--- src/rtl/muldiv_arbiter.sv ---
// muldiv_arbiter: round-robin share of one MULDIV unit between the
// integer M path (id 0) and the F mantissa path (id 1).
module muldiv_arbiter #(
  parameter int TAG_W   = 4,
  parameter int TIMEOUT = 64
) (
  input  logic             clk,
  input  logic             rstLow,
  input  logic             req0_valid_i,
  output logic             req0_ready_o,
  input  logic [31:0]      req0_rs1_i,
  input  logic [31:0]      req0_rs2_i,
  input  logic [2:0]       req0_funct3_i,
  input  logic [TAG_W-1:0] req0_tag_i,
  input  logic             req1_valid_i,
  output logic             req1_ready_o,
  input  logic [31:0]      req1_rs1_i,
  input  logic [31:0]      req1_rs2_i,
  input  logic [2:0]       req1_funct3_i,
  input  logic [TAG_W-1:0] req1_tag_i,
  output logic             rsp_valid_o,
  input  logic             rsp_ready_i,
  output logic             rsp_id_o,
  output logic [TAG_W-1:0] rsp_tag_o,
  output logic [31:0]      rsp_data_o,
  output logic             rsp_err_o,
  output logic             md_start_o,
  output logic [31:0]      md_rs1_o,
  output logic [31:0]      md_rs2_o,
  output logic [2:0]       md_funct3_o,
  input  logic [31:0]      md_c_i,
  input  logic             md_busy_i
);

  typedef enum logic [2:0] {
    S_IDLE,
    S_ISSUE,
    S_CHECK,
    S_WAIT,
    S_CAPTURE,
    S_DONE
  } state_t;

  localparam int CW = $clog2(TIMEOUT + 2);
  localparam logic [CW-1:0] LIMIT =
    CW'((TIMEOUT > 0) ? TIMEOUT - 1 : 0);

  state_t           r_state;
  state_t           w_next;
  logic             r_rr;
  logic [31:0]      r_rs1;
  logic [31:0]      r_rs2;
  logic [2:0]       r_f3;
  logic [TAG_W-1:0] r_tag;
  logic             r_id;
  logic [31:0]      r_data;
  logic             r_err;
  logic [CW-1:0]    r_cnt;

  logic w_gnt0;
  logic w_gnt1;
  logic w_hs;
  logic w_expire;

  // r_rr=1 means requester 1 is preferred this round
  assign w_gnt0 = req0_valid_i && (!r_rr || !req1_valid_i);
  assign w_gnt1 = req1_valid_i && !w_gnt0;
  assign w_hs   = (r_state == S_IDLE) && (w_gnt0 || w_gnt1);

  assign w_expire = (TIMEOUT != 0) && (r_cnt == LIMIT);

  always_ff @(posedge clk or negedge rstLow) begin
    if (!rstLow) r_state <= S_IDLE;
    else         r_state <= w_next;
  end

  always_comb begin
    w_next = r_state;
    case (r_state)
      S_IDLE:    if (w_gnt0 || w_gnt1) w_next = S_ISSUE;
      S_ISSUE:   w_next = S_CHECK;
      S_CHECK:   w_next = md_busy_i ? S_WAIT : S_CAPTURE;
      S_WAIT: begin
        if (!md_busy_i)    w_next = S_CAPTURE;
        else if (w_expire) w_next = S_DONE;
      end
      S_CAPTURE: w_next = S_DONE;
      S_DONE:    if (rsp_ready_i) w_next = S_IDLE;
      default:   w_next = S_IDLE;
    endcase
  end

  always_comb begin
    req0_ready_o = 1'b0;
    req1_ready_o = 1'b0;
    md_start_o   = 1'b0;
    rsp_valid_o  = 1'b0;
    case (r_state)
      S_IDLE: begin
        req0_ready_o = w_gnt0 && rstLow;
        req1_ready_o = w_gnt1 && rstLow;
      end
      S_ISSUE: md_start_o  = 1'b1;
      S_DONE:  rsp_valid_o = 1'b1;
      default: ;
    endcase
  end

  always_ff @(posedge clk or negedge rstLow) begin
    if (!rstLow) begin
      r_rr   <= 1'b0;
      r_rs1  <= '0;
      r_rs2  <= '0;
      r_f3   <= '0;
      r_tag  <= '0;
      r_id   <= 1'b0;
      r_data <= '0;
      r_err  <= 1'b0;
      r_cnt  <= '0;
    end else begin
      if (w_hs) begin
        r_rs1 <= w_gnt0 ? req0_rs1_i : req1_rs1_i;
        r_rs2 <= w_gnt0 ? req0_rs2_i : req1_rs2_i;
        r_f3  <= w_gnt0 ? req0_funct3_i : req1_funct3_i;
        r_tag <= w_gnt0 ? req0_tag_i : req1_tag_i;
        r_id  <= w_gnt1;
        r_rr  <= w_gnt0;
      end
      case (r_state)
        S_CHECK: r_cnt <= '0;
        S_WAIT: begin
          r_cnt <= r_cnt + CW'(1);
          if (md_busy_i && w_expire) begin
            r_data <= '0;
            r_err  <= 1'b1;
          end
        end
        S_CAPTURE: begin
          r_data <= md_c_i;
          r_err  <= 1'b0;
        end
        default: ;
      endcase
    end
  end

  assign md_rs1_o    = r_rs1;
  assign md_rs2_o    = r_rs2;
  assign md_funct3_o = r_f3;
  assign rsp_id_o    = r_id;
  assign rsp_tag_o   = r_tag;
  assign rsp_data_o  = r_data;
  assign rsp_err_o   = r_err;

endmodule
--- config.mk ---
export PLATFORM = sky130hd
export DESIGN_NAME = muldiv_arbiter
export DESIGN_NICKNAME = d
export VERILOG_FILES = /design/src/rtl/muldiv_arbiter.sv
export SDC_FILE = /design/constraint.sdc
export NUM_CORES = 1
export LEC_CHECK = 0
export CAP_MARGIN = 10
export CORE_ASPECT_RATIO = 1.1
export CORE_MARGIN = 2
export CORE_UTILIZATION = 35
export CTS_CLUSTER_SIZE = 16
export DETAILED_ROUTE_END_ITERATION = 12
export DONT_BUFFER_PORTS = 1
export PLACE_DENSITY_LB_ADDON = 0.12
export SKIP_LAST_GASP = 1
export SLEW_MARGIN = 20
export SYNTH_ARGS = -nofsm -noshare
export SYNTH_HDL_FRONTEND = slang
export SYNTH_SLANG_ARGS = --single-unit
--- constraint.sdc ---
create_clock -name clk -period 2.3 [get_ports clk]
set_input_delay 0.345 -clock clk [delete_from_list [all_inputs] [get_ports clk]]
set_output_delay 0.345 -clock clk [all_outputs]
set_load 0.05 [all_outputs]
==> impl_metrics.py <==
metrics = {
    "status": {
        "outcome": "finished with violations",
        "violations": "negative hold slack",
    },
    "cts": {
        "postCtsSetupBuffers": 0,
        "numCtsBuffers": 17,
        "cts_tree": "done",
        "htreeDepth": 4,
        "cts_buffer_depth": 2,
        "clkTransAtPathRegs_ns": 0.06,
        "clk_latency_ns": 0.41,
        "cts-root-buf": "clkbuf_16",
        "cts_sinks": 116,
    },
    "pwr": {
        "finalPower_uw": 12500,
        "intPower_uw": 6160,
        "vdd_drop_max_mv": 0.782,
        "leakage_uw": 0.00281,
        "p_sw_share_pct": 50.6,
        "pwr-share-clk_pct": 19.1,
        "p_per_area_nw_per_um2": 1930,
        "combPwrFrac_pct": 23.6,
        "pwr-share-seq_pct": 57.3,
        "switchingPower_uw": 6320,
    },
    "sta": {
        "tns_ns": 0,
        "hold_viol_final": 116,
        "max_slew_margin_pct": 64.4,
        "fin_ws_ns": 0.222,
        "setup_violations": 0,
        "rsz0062_at_grt": "no",
        "worstMarginPinSlew_ns": 0.534,
        "fin_skew_ns": 0.00701,
        "hold_ws_ns": -0.370,
        "min_period_over_period_pct": 90.3,
        "drv_slew": 0,
        "clock.fmax_mhz": 481,
        "min_period_ns": 2.08,
    },
    "routing": {
        "wl_met1_um": 5160,
        "via_count": 3403,
        "vias_per_cell": 5.14,
        "remaining_drc_errors": 0,
        "drtIter0Drc": 195,
        "ant_nets": 0,
        "dr_wl_met3_um": 1020,
        "finalWirelength_um": 13100,
        "route.met2.wl_um": 6650,
        "wl_per_cell_um": 19.7,
        "top_layer": "met4",
        "firstDrtPassIters": 4,
    },
    "cells_and_area": {
        "insertedDiodeCount": 0,
        "nets": 626,
        "fill_cells": 1529,
        "layout_commonest_cell": "dfrtp_1",
        "finalNonFillerCells": 662,
        "syn_to_final_growth_pct": 11.2,
        "drive_gt1_share_pct": 39.7,
        "final_cell_mix": "dfrtp_1 (116), mux2_2 (74), nand2_1 (72)",
    },
    "worst_setup_path": {
        "worst-path-buf-inv": 0,
        "crit_arrival_ns": 1.73,
        "crit_chain": "nor3_4 -> and4b_2",
        "cp-start-kind": "flip-flop",
        "critPathMaxStageDelay_ns": 0.53,
        "required_ns": 1.96,
        "cp-end-kind": "output port",
        "r2r_cells": 4,
        "worst-setup-path-type": "reg -> out",
        "slowest_stage": "dfrtp_1",
        "path_delay_family": "simple AND/OR/NAND/NOR gates",
        "critical_path_depth": 2,
        "worstPathMaxFanout": 12,
    },
    "grt": {
        "gr-total-overflow": 0,
        "grtUsageTotal_pct": 14.8,
        "grt_first_pass_wirelength_um": 20100,
        "antenna_found_initial": 0,
        "grt_max_degree": 119,
        "grt_pass1_vias": 3388,
    },
    "synth": {
        "synth_cell_types": 37,
        "synth_nets": 625,
        "synth-seq-cells": 116,
        "netlist.area_leader.share_pct": 49.8,
        "syn_area_um2": 5830,
        "yosysWarnings": 0,
        "synth_area_per_cell_um2": 13.1,
        "synth.area.top_cells": "dfrtp_1 (50%), mux2_4 (15%), mux2_2 (14%), nand2_1 (4.6%), mux2_1 (2.5%)",
        "synth_top_area_cell": "dfrtp_1",
        "seq_area_frac_synth_pct": 49.8,
        "synth_cells": 444,
    },
    "floorplan": {
        "initial_core_util_pct": 35.7,
        "dieWidth_um": 127,
        "core_um2": 16300,
        "die_h_um": 139,
        "num_rows": 49,
        "pin_count": 289,
        "dieArea_um2": 17700,
    },
    "place": {
        "dp_hpwl_um": 9280,
        "gp_congestion": 0.749,
        "pre_cts_slack_ns": 0.323,
        "portBuffers": 0,
        "dp.cells": 630,
    },
    "worst_hold_path": {
        "min_path_type": "in -> async",
    },
    "run": {
        "max_cap_viol_count": 0,
    },
}
final cells by class:
class	instances	area [µm²]	area share [%]
Clock buffer	18	439	6.78
Clock inverter	14	104	1.60
Inverter	1	3.75	0.0579
Multi-Input combinational cell	297	2650	40.9
Sequential cell	116	2900	44.8
Tap cell	204	255	3.94
Timing Repair Buffer	12	128	1.97
repair_timing:
item	CTS	global route
endpoints found under the hold margin	116	116
gates resized for setup	0	2
endpoints found under the setup margin	0	2
flip-flops by register name, summed over array words and instances (netlist names):
register     count
md_funct3_o      3
md_rs1_o        32
md_rs2_o        32
r_cnt            7
r_rr             1
r_state          3
rsp_data_o      32
rsp_err_o        1
rsp_id_o         1
rsp_tag_o        4
Yosys cell counts, drive strengths merged:
master     n
o211ai     3
or3b       1
o21a       2
dfrtp    116
mux2     144
ha         1
nand3      5
mux2i      1
or4        2
nand4b     1
inv        1
a2bb2oi    1
a31oi      1
and3       1
a21boi     1
nor2b      1
a22o       3
nand3b     3
nand2     72
clkbuf     3
and4b      1
nor2       3
buf       27
a21oi      4
nor3       2
nand2b     5
o21ai     36
nor3b      3
metal layers:
| layer | vias to the layer above | global-route usage [%] |
|---|---|---|
| li1 | 1559 | - |
| met1 | 1666 | 17.4 |
| met2 | 163 | 24.5 |
| met3 | 15 | 5.69 |
| met4 | 0 | 5.61 |
| met5 | - | 0 |
power by group through the flow:
stage / Clock (µW) / Combinational, µW / Sequential (µW)
floorplan: 0 / 2780 / 6880
global placement: 0 / 2880 / 7250
detailed placement: 0 / 2970 / 7230
CTS: 2460 / 2990 / 7190
global route: 2590 / 3220 / 7280
finish: 2390 / 2940 / 7160
cells by family after synthesis:
logic type	count (synthesis)	share of synthesized area, %
muxes	145	31.7
DFF	116	49.8
and+or+nand+nor	100	8.18
AOI/OAI and AO/OA	51	4.92
buffers and inverters	31	5.18
adders and majority gates	1	0.215
final timing paths:
check                                   from  slack (ns)           end
worst max-delay path              r_state[1]        0.22  req1_ready_o
worst min-delay path                  rstLow       -0.37  md_rs2_o[21]
worst max register to register    r_state[1]        0.33  md_rs2_o[30]
worst min register to register      r_cnt[1]        0.54      r_cnt[1]
max in group asynchronous             rstLow        2.49      r_cnt[5]
min in group clk                req1_valid_i        0.04          r_rr
through the flow:
stage / util (%) / instance area (µm²)
2_1_floorplan: - / 5830
3_3_place_gp: 36.4 / 5930
3_5_place_dp: 36.4 / 5930
4_1_cts: 39.7 / 6480
5_1_grt: 39.7 / 6480
6_report: 39.7 / 6480
worst register-to-register path: stages, from the launching register on:
cell and delay (ns):
dfrtp_1 0.53, nor3_4 0.33, nor2b_4 0.32, buf_12 0.28, mux2_1 0.38
No activity file was read; power rests on OpenSTA's default activity.
